<file path="src/rtl/mips_fetch_pkg.sv">
// Shared types and constants for the MIPS instruction fetch stage.
package mips_fetch_pkg;

    typedef enum logic [1:0] {
        IDLE    = 2'd0,
        BUSY    = 2'd1,
        DISCARD = 2'd2
    } fetch_state_t;

    localparam logic [31:0] NOP_INSTR        = 32'h0000_0000;
    localparam logic [31:0] DEFAULT_RESET_PC = 32'h0040_0000;

    // Sequential successor of a word address; wraps 32'hFFFF_FFFC -> 32'h0.
    function automatic logic [31:0] next_word(input logic [31:0] addr);
        return addr + 32'd4;
    endfunction

endpackage

</file>
<file path="src/rtl/fetch_pc_register.sv">
// Program counter: loads RESET_PC on reset, takes redirects, advances on capture.
module fetch_pc_register
    import mips_fetch_pkg::*;
#(
    parameter logic [31:0] RESET_PC = DEFAULT_RESET_PC
) (
    input  logic        clk,
    input  logic        reset,
    input  logic        redirect_valid,
    input  logic [31:0] redirect_pc,
    input  logic        advance,
    input  logic [31:0] fetch_addr,
    output logic [31:0] pc
);

    // Redirect outranks sequential advance; redirect target is forced word-aligned.
    always_ff @(posedge clk or negedge reset) begin
        if (!reset) begin
            pc <= RESET_PC;
        end else if (redirect_valid) begin
            pc <= redirect_pc & ~32'h0000_0003;
        end else if (advance) begin
            pc <= next_word(fetch_addr);
        end
    end

endmodule

</file>
<file path="src/rtl/instruction_fetch_unit.sv">
// MIPS IF stage: drives the instruction-memory handshake and feeds the IF/ID register.
module instruction_fetch_unit
    import mips_fetch_pkg::*;
#(
    parameter logic [31:0] RESET_PC = DEFAULT_RESET_PC
) (
    input  logic        clk,
    input  logic        reset,
    output logic        imem_req,
    output logic [31:0] imem_addr,
    input  logic        imem_ready,
    input  logic [31:0] imem_rdata,
    input  logic        stall,
    input  logic        redirect_valid,
    input  logic [31:0] redirect_pc,
    output logic [31:0] instruction,
    output logic [31:0] pc_plus_4,
    output logic        valid,
    output logic [31:0] fetch_count
);

    fetch_state_t state;
    logic [31:0]  pc;
    logic [31:0]  req_addr;
    logic [31:0]  out_instr;
    logic [31:0]  out_pc4;
    logic         out_valid;
    logic         fetch_req;
    logic         consume;
    logic         capture;

    fetch_pc_register #(
        .RESET_PC(RESET_PC)
    ) u_pc (
        .clk           (clk),
        .reset         (reset),
        .redirect_valid(redirect_valid),
        .redirect_pc   (redirect_pc),
        .advance       (capture),
        .fetch_addr    (imem_addr),
        .pc            (pc)
    );

    // Request and address: IDLE issues from pc unless an unconsumed output is stalled.
    always_comb begin
        fetch_req = 1'b1;
        imem_addr = req_addr;
        if (state == IDLE) begin
            fetch_req = !(out_valid && stall);
            imem_addr = pc;
        end
    end

    assign imem_req    = reset && fetch_req;
    assign consume     = out_valid && !stall;
    assign capture     = fetch_req && imem_ready && (state != DISCARD) && !redirect_valid;
    assign instruction = out_valid ? out_instr : NOP_INSTR;
    assign pc_plus_4   = out_pc4;
    assign valid       = out_valid;

    // Fetch FSM with registered IF/ID outputs and delivered-instruction counter.
    always_ff @(posedge clk or negedge reset) begin
        if (!reset) begin
            state       <= IDLE;
            req_addr    <= '0;
            out_valid   <= 1'b0;
            out_instr   <= NOP_INSTR;
            out_pc4     <= '0;
            fetch_count <= '0;
        end else begin
            if (capture) begin
                out_valid   <= 1'b1;
                out_instr   <= imem_rdata;
                out_pc4     <= next_word(imem_addr);
                fetch_count <= fetch_count + 32'd1;
            end else if (redirect_valid || consume) begin
                out_valid <= 1'b0;
            end
            // A request that completes in the redirect cycle needs no DISCARD pass.
            case (state)
                IDLE: begin
                    if (fetch_req && !imem_ready) begin
                        req_addr <= pc;
                        state    <= redirect_valid ? DISCARD : BUSY;
                    end
                end
                BUSY: begin
                    if (imem_ready) begin
                        state <= IDLE;
                    end else if (redirect_valid) begin
                        state <= DISCARD;
                    end
                end
                DISCARD: begin
                    if (imem_ready) begin
                        state <= IDLE;
                    end
                end
                default: state <= IDLE;
            endcase
        end
    end

endmodule

</file>
<file path="config.mk">
export PLATFORM = sky130hd
export DESIGN_NAME = instruction_fetch_unit
export DESIGN_NICKNAME = d
export VERILOG_FILES = /design/src/rtl/mips_fetch_pkg.sv /design/src/rtl/fetch_pc_register.sv /design/src/rtl/instruction_fetch_unit.sv
export SDC_FILE = /design/constraint.sdc
export NUM_CORES = 1
export LEC_CHECK = 0
export ABC_CLOCK_PERIOD_IN_PS = 8600
export BUFFER_PORTS_ARGS = -buffer_cell sky130_fd_sc_hd__buf_4
export CORE_MARGIN = 3
export CORE_UTILIZATION = 52
export DETAILED_ROUTE_END_ITERATION = 6
export PLACE_DENSITY = 0.77
export SLEW_MARGIN = 10
export SYNTH_ARGS = -nofsm -noshare
export SYNTH_HDL_FRONTEND = slang
export SYNTH_HIERARCHICAL = 1
export SYNTH_SLANG_ARGS = --single-unit
</file>
<file path="constraint.sdc">
create_clock -name clk -period 8.6 [get_ports clk]
set_input_delay 1.72 -clock clk [delete_from_list [all_inputs] [get_ports clk]]
set_output_delay 1.72 -clock clk [all_outputs]
set_load 0.05 [all_outputs]
</file>
Word-level counts from Yosys, hierarchy flattened
Cells that the tools add are included.
- add/subtract/negate cells: 2
- equal/unequal tests: 6
- multiplexer cells: 13
- reduce and logical (&&, ||, !) cells: 17
- operators with widths (kind ; number):
    $mux 32 ; 4
    $add 32x1->32 const B ; 1
    $add 32x3->32 const B ; 1
    $mux 2 ; 5
    $logic_and 1x1->1 ; 7
    $pmux 2 s3 ; 1
    $logic_not 1->1 ; 4
    $ne 2x2->1 const B ; 2
    $reduce_bool 2->1 ; 2
    $mux 1 ; 3
    $ne 3x3->1 const B ; 1
    $reduce_and 3->1 ; 1
    $eq 2x1->1 const B ; 1
    $eq 2x2->1 const B ; 1
    $logic_not 2->1 ; 1
    $ne 2x1->1 const B ; 1
    $reduce_and 2->1 ; 1
    $logic_or 1x1->1 ; 1
- flip-flop bits (word level): 163
- input bits: 69
- output and inout port bits: 130
- logic and storage cells: 45

Depth between registers and ports, before layout
Gate-level depths: netlist (run 1).
- word-level depth: 8
- mapped depth: 14
- gate-level depth less buffers: 9

Hierarchy
The synthesis (run 1) kept the hierarchy.
- by module, submodules not included (module ; times used ; cells each ; area each (sq um) ; seq. area each (sq um)):
    instruction_fetch_unit ; 1 ; 725 ; 6820.3 ; 3278.1
    fetch_pc_register ; 1 ; 206 ; 1953.1 ; 802.0

Worst setup path after synthesis (run 1)
OpenSTA, ideal clock, no wires.
- path kind: input to output
- start: input stall
- end: output imem_req
- arrival time: 2.248 ns
- required time: 6.880 ns
- slack: 4.632 ns
- stages on the path: 2
- path buffers: 0
- path through: nand2_1 -> o21a_1
- cells in the longest elaborated chain, start to end: 4
- RTL lines (what ; RTL line ; source):
    start, declared ; instruction_fetch_unit.sv:13 ; input logic stall,
    $logic_and 1x1->1 ; instruction_fetch_unit.sv:49 ; fetch_req = !(out_valid && stall);
    $logic_not 1->1 ; instruction_fetch_unit.sv:49 ;
    $mux 1 ; instruction_fetch_unit.sv:48 ; if (state == IDLE) begin
    $logic_and 1x1->1 ; instruction_fetch_unit.sv:54 ; assign imem_req = reset && fetch_req;
    end, declared ; instruction_fetch_unit.sv:9 ; output logic imem_req,
Every way passes these cells.

Final worst setup path (run 1)
- start: input redirect_valid
- end: register u_pc.pc[15]
- cells in the longest elaborated chain, start to end: 3
- elaborated cells on any way between the ends: 4
- classes of those cells: 1 x mux; 3 x reduce/logical
- RTL lines (what ; RTL line ; source):
    start, declared ; instruction_fetch_unit.sv:14 ; input logic redirect_valid,
    $logic_not 1->1 ; instruction_fetch_unit.sv:56 ; assign capture = fetch_req && imem_ready && (state != DISCARD) && !redirect_valid;
    $logic_and 1x1->1 ; instruction_fetch_unit.sv:56 ;
    $reduce_bool 2->1 (no source line) ; n/a ;
    end signal, assigned ; fetch_pc_register.sv:21 ; pc <= redirect_pc & ~32'h0000_0003;
    end signal, assigned ; fetch_pc_register.sv:23 ; pc <= next_word(fetch_addr);
    end, declared ; fetch_pc_register.sv:13 ; output logic [31:0] pc
Parallel ways exist; a longest one is shown, timed or not.
A chain may end at the register's enable or synchronous reset.

==> results of run 1 <==
[through the flow]
stage / hold WS, ns / total power (µW) / utilization / instance area (µm²)
global placement: 0.450 / 1970 / 0.638 / 10300
finish: 0.466 / 2700 / 0.673 / 10900
detailed placement: 0.455 / 1990 / 0.638 / 10300
floorplan: 0.438 / 1670 / - / 8770
global route: 0.487 / 2830 / 0.673 / 10900
CTS: 0.471 / 2720 / 0.673 / 10900
[worst paths after layout]
| check | from | endpoint | slack, ns | cells past startpoint |
|---|---|---|---|---|
| min | out_instr[13]$_DFFE_PN0P_ | out_instr[13]$_DFFE_PN0P_ | 0.47 | 2 |
| min in group asynchronous | reset | u_pc/pc[11]$_DFFE_PN0P_ | 1.25 | 1 |
| max in group asynchronous | reset | pc_plus_4[18]$_DFFE_PN0P_ | 6.14 | 2 |
| min reg2reg | out_instr[13]$_DFFE_PN0P_ | out_instr[13]$_DFFE_PN0P_ | 0.47 | 2 |
| max reg2reg | valid$_DFFE_PN0P_ | u_pc/pc[15]$_DFFE_PN0P_ | 4.59 | 7 |
| max | redirect_valid | u_pc/pc[15]$_DFFE_PN0P_ | 3.94 | 8 |
[worst reg2reg max path, stage by stage (launching register included)]
cell,delay (ns)
dfrtp_1,0.86
a21oi_1,0.29
o21ai_4,0.18
buf_4,0.76
inv_2,0.61
buf_4,0.42
nand2b_1,0.54
o21ai_0,0.21
[state kept, by name (all words and copies together) (netlist names)]
| name | flops |
|---|---|
| state | 2 |
| valid | 1 |
| pc_plus_4 | 32 |
| req_addr | 32 |
| fetch_count | 32 |
| out_instr | 32 |
| u_pc/pc | 32 |
[layer usage]
metal,global-route usage,vias to the layer above,routed length (µm)
li1,-,3617,-
met1,0.374,3685,10800
met2,0.397,266,10900
met3,0.0563,28,1690
met4,0.0694,0,386
met5,0,-,0
[cell type report]
cell class,instances,area share
clock buffers,17,0.0391
clock inverters,15,0.0121
inverters,12,0.00414
multi-input cells,704,0.402
flip-flops and latches,163,0.375
well taps,216,0.0248
repair buffers,207,0.143
[kinds of logic after synthesis]
| kind of cell | after synthesis | share of synthesized area |
|---|---|---|
| flip-flops | 163 | 0.465 |
| AO/OA/AOI/OAI | 144 | 0.111 |
| buffers and inverters | 64 | 0.0384 |
| XOR/XNOR | 71 | 0.0709 |
| AND/OR/NAND/NOR | 437 | 0.249 |
| adder cells (fa/ha/maj) | 3 | 0.00428 |
| multiplexers | 49 | 0.0613 |
[power groups by stage]
| stage | Clock, µW | Sequential (µW) | Combinational, µW |
|---|---|---|---|
| after CTS | 736 | 1020 | 959 |
| after global routing | 768 | 1050 | 1020 |
| final | 725 | 1020 | 954 |
| after global placement | 0 | 1030 | 942 |
| after detailed placement | 0 | 1040 | 955 |
| after floorplan | 0 | 1180 | 491 |
[synth_stat cells (3+ instances only)]
| library cell | instances |
|---|---|
| or3b_1 | 3 |
| nand3_1 | 31 |
| a21oi_1 | 6 |
| mux2_2 | 38 |
| o21ai_0 | 45 |
| o31ai_1 | 8 |
| and4_1 | 6 |
| o21ai_1 | 13 |
| buf_6 | 5 |
| buf_1 | 3 |
| xor2_1 | 35 |
| buf_2 | 6 |
| or4_1 | 3 |
| nor4_1 | 3 |
| ha_1 | 3 |
| mux2i_1 | 11 |
| buf_4 | 4 |
| nor2_1 | 22 |
| and3_1 | 17 |
| inv_1 | 12 |
| a222oi_1 | 4 |
| dfrtp_1 | 162 |
| o211ai_1 | 25 |
| clkbuf_1 | 31 |
| xnor2_1 | 36 |
| nand2_1 | 242 |
| nand4_1 | 29 |
| a22oi_1 | 26 |
| nand4bb_1 | 17 |
| and2_1 | 33 |
| nor3_1 | 15 |
==> summary.txt, run 1 <==
Slowest stage delay, CP: 0.76 ns
Mapped Area: 8770 µm²
Wire per inst: 17.9 µm
Final worst path period need: 4.66 ns
Commonest cells after routing, fill and taps aside: 242 x nand2_1, 206 x buf_4, 162 x dfrtp_1
Critical Path AT: 4.94 ns
HPWL Detailed: 16.6 mm
All-layer global routing usage: 0.258
Core ar.: 16200 µm²
CTS buffer count: 17
Synth warn: 6
Register share of total power: 0.379
Final net count: 1177
RePlAce Congestion: 0.833
Vias in the first global route: 7056
Fillers: 1305
Via count: 7596
VDD IR max: 0.155 mV
Synth Flop Type: dfrtp_1
CTS resizes: 0
RSZ-0062 raised after global routing: false
Setup Buffers After CTS: 0
Post-synth top area cell: dfrtp_1
Synth Register Bits: 163
Routed WL: 23.8 mm
Vias/cell: 5.69
Place WS: 3.42 ns
Syn-to-layout area delta: 24.0%
Part of the Yosys area used for sequential elements: 0.465
CP Class: input pin to flip-flop
Final non-filler cell total: 1334
DRT iter0 DRCs: 639
CTS tree: done
Row count: 46
Crit-path cells: buf_4 -> nor2b_1 -> o21ai_4 -> buf_4 -> inv_2 -> buf_4 -> nand2b_1 -> o21ai_0
Port bufs: 196
Die height: 136 µm
PwrDens: 248 nW/µm²
Final WS setup: 3.94 ns
EDFF count, synth: 0
Async set-or-reset flop fraction in the synthesized netlist: 1.00
Worst path bufs/invs: 4
Global-route wire length before repair: 37.8 mm
Storage element area: 4080 µm²
Hold_buf cts: 0
Dpl cells: 1302
Final setup TNS: 0 ns
Layout cell share with drive strength beyond 1: 0.260
Die ar.: 18500 µm²
Clock Tree Root: clkbuf_16
Clk slew on worst S/H paths: 0.07 ns
Later-pin clock latency in the skew report: 0.43 ns
Clock sinks: 163
Largest net degree at the start of global routing: 97
Clock buffer depth: 2
Die X: 136 µm
CP max stage cell: buf_4
Post-route ant nets: 0
# IOs: 199
# DRC: 0
Critical path's most frequent cell: buf_4
Diodes inserted: 0
Clock power frac: 0.268
Initial antenna violation count: 0
Max Cap Viol: 0
Setup violators final: 0
Worst Skew: 0.0104 ns
Kind of cell adding the most delay to the critical path: buffers and inverters
CP required: 8.88 ns
Gate power share: 0.353
Internal power: 1610 µW
Worst Tran Pin Value: 0.945 ns
Relative slew slack: 0.370
Fmax: 0.215 GHz
Fin crit share: 0.542
Fin. Hold Viols: 0
Final Max Tran Viols: 0
Most area-consuming cells after synthesis: dfrtp_1 46%, nand2_1 10%, mux2_2 4.9%, xnor2_1 3.6%, xor2_1 3.5%
Static Leak: 0.00510 µW
Overflow after GRT: 0
TritonRoute pass-1 iters: 5
Switching power: 1100 µW
Starting density of the core: 0.542
Switching Share: 0.406
H-tree levels: 4
HP Class: flip-flop to flip-flop
Synth cell types: 60
Worst-path maximum fanout: 96
CP Launch Type: input pin
Area share of the largest cell type after synthesis: 0.462
Crit end category: flip-flop
Multi-input gate area: 4370 µm²
Mean Syn Cell Area: 9.42 µm²
Mapped Cells: 931
Commonest non-fill, non-tap cell in the layout: nand2_1
Post-Syn Nets: 1003
Status: finished, final reports clean
Power figures use the tool's default switching activity.
==> run 2: changes to the inputs <==
ABC_AREA = 1   (was unset)
ABC_CLOCK_PERIOD_IN_PS = 3800   (was 8600)
CORE_UTILIZATION = 50   (was 52)
clock period = 3.8 ns   (was 8.6 ns; I/O delays follow)
==> summary.txt, run 2 <==
Status: finished, final reports clean
Place WS: 0.883 ns
Synth cell types: 48
# IOs: 199
Final WS setup: 0.706 ns
Fin Hold WS: 0.478 ns
Fmax: 0.323 GHz
Final Max Tran Viols: 0
Main combinational cell family by area after synthesis: simple AND/OR/NAND/NOR gates
Diodes inserted: 0
Switching Share: 0.485
Layer with the highest usage: met2
Design Power: 8820 µW
Mapped Cells: 1306
Global Route met3 Usage: 0.0397
Wire per inst: 15.2 µm
Area share of the largest cell type after synthesis: 0.423
CTS tree: done
Vias/cell: 5.23
PwrDens: 747 nW/µm²
Commonest non-fill, non-tap cell in the layout: nand2_1
CP Launch Type: flip-flop
M2 GR Usage: 0.421
Finished Cell Area: 11800 µm²
Fraction of the mapped netlist area in compound gates: 0.0514
Gate power share: 0.498
TritonRoute pass-1 iters: 5
Die X: 144 µm
CTS resizes: 0
Port bufs: 196
Die ar.: 20900 µm²
Clock buffer depth: 2
Multi-input gate area: 4770 µm²
Syn-to-layout area delta: 23.1%
RePlAce Congestion: 0.908
Routed WL: 26.4 mm
Part of the Yosys area used for sequential elements: 0.426
Mux cell area share after synthesis: 0.0317
DRT iter0 DRCs: 703
Synth Flop Type: dfrtp_1
Post-synth top area cell: dfrtp_1
All-layer global routing usage: 0.250
Register share of total power: 0.302
Setup violators final: 0
Layout cell share with drive strength beyond 1: 0.228
Starting density of the core: 0.511
Commonest cells after routing, fill and taps aside: 519 x nand2_1, 202 x buf_4, 162 x dfrtp_1
Mean Syn Cell Area: 7.34 µm²
Adder-cell area share of the yosys netlist: 0.00392
Hold_buf cts: 0
Post-Syn Nets: 1378
HP Class: flip-flop to flip-flop
Core ar.: 18800 µm²
Fin crit share: 0.814
Critical Path AT: 2.33 ns
Clock sinks: 163
Worst-path maximum fanout: 18
Vias in the first global route: 8474
Internal power: 4540 µW
Row count: 50
Synth warn: 6
EDFF count, synth: 0
Fin. Hold Viols: 0
Later-pin clock latency in the skew report: 0.43 ns
Post-Synth XOR/XNOR Area: 0.0283
Static Leak: 0.00612 µW
Synth cell count leaders: 519 x nand2_1, 162 x dfrtp_1, 124 x inv_1
HPWL Detailed: 18.8 mm
Worst Skew: 0.0109 ns
Crit end category: output port
Clock power frac: 0.201
Relative slew slack: 0.405
Largest net degree at the start of global routing: 164
Clock Tree Root: clkbuf_16
CTS buffer count: 17
Final setup TNS: 0 ns
VDD IR max: 0.435 mV
Fillers: 1680
H-tree levels: 4
GR Util met1: 0.326
Setup Buffers After CTS: 0
Initial antenna violation count: 0
Mapped Area: 9590 µm²
Worst Tran Pin Value: 0.893 ns
Async set-or-reset flop fraction in the synthesized netlist: 1.00
Simple-Gate Fraction of Synth Area: 0.383
Switching power: 4280 µW
Post-route ant nets: 0
Most area-consuming cells after synthesis: dfrtp_1 42%, nand2_1 20%, inv_1 4.9%, nor2_1 4.4%, nand3_1 4.1%
Overflow after GRT: 0
R2r setup slk: 1.08 ns
RSZ-0062 raised after global routing: false
Most numerous cell in the Yosys netlist: nand2_1
Clk slew on worst S/H paths: 0.07 ns
Synth Register Bits: 163
Final net count: 1563
Global-route wire length before repair: 41.4 mm
CP required: 3.04 ns
Via count: 9089
# DRC: 0
Final worst path period need: 3.09 ns
Die height: 144 µm
Storage element area: 4080 µm²
Placed Area: 11200 µm²
CP Class: flip-flop to output port
Max Cap Viol: 0
==> run 2: cell count changes after synthesis, moves of 33 or more <==
cell     delta
nand2_2    +37
nand2_1   +277
nor2_1     +91
and2_1     -33
nand3_1    +47
inv_1     +112
==> run 2: critical path: stages (launching register included) <==
cell and delay [ns]:
dfrtp_1 0.47, nor2_4 0.40, buf_4 0.34, nand2_1 0.08, nand2_1 0.34, buf_4 0.28
==> run 2: cells by family after synthesis <==
logic type	count (synthesis)
mux	27
buf+inv	168
xor+xnor	31
compound gates	83
flops	163
simple gates	831
fa+ha+maj	3
==> run 2: final cells by class <==
class / instances / share of cell area
Clock buffer: 20 / 0.0395
Clock inverter: 12 / 0.0124
Inverter: 130 / 0.0420
Multi-Input combinational cell: 975 / 0.404
Sequential cell: 163 / 0.346
Tap cell: 234 / 0.0248
Timing Repair Buffer: 204 / 0.131
==> run 2: power groups by stage <==
stage / clock network (µW) / logic, µW / registers (µW)
2_1_floorplan: 0 / 2370 / 3380
3_3_place_gp: 0 / 4330 / 2660
3_5_place_dp: 0 / 4380 / 2680
4_1_cts: 1800 / 4400 / 2660
5_1_grt: 1880 / 4690 / 2730
6_report: 1770 / 4390 / 2660
==> run 2: layer usage <==
layer | wire length, µm | vias to the layer above | share of wire
met2 | 12800 | 363 | 0.48
li1 | - | 4459 | -
met4 | 728 | 0 | 0.028
met3 | 1940 | 61 | 0.074
met1 | 11000 | 4206 | 0.42
met5 | 0 | - | 0
==> run 2: final timing paths <==
path,startpoint,endpoint,cells past startpoint
setup / recovery,state[1]$_DFFE_PN0P_,imem_addr[20],5
setup reg to reg,state[0]$_DFFE_PN0P_,u_pc/pc[11]$_DFFE_PN0P_,9
max in group asynchronous,reset,pc_plus_4[20]$_DFFE_PN0P_,2
hold reg to reg,out_instr[8]$_DFFE_PN0P_,out_instr[8]$_DFFE_PN0P_,2
min in group asynchronous,reset,pc_plus_4[4]$_DFFE_PN0P_,2
hold / removal,out_instr[8]$_DFFE_PN0P_,out_instr[8]$_DFFE_PN0P_,2
==> run 2: through the flow <==
step,instances,utilization
2_1_floorplan,1306,-
3_3_place_gp,1706,0.596
3_5_place_dp,1706,0.596
4_1_cts,1738,0.629
5_1_grt,1738,0.629
6_report,1738,0.629
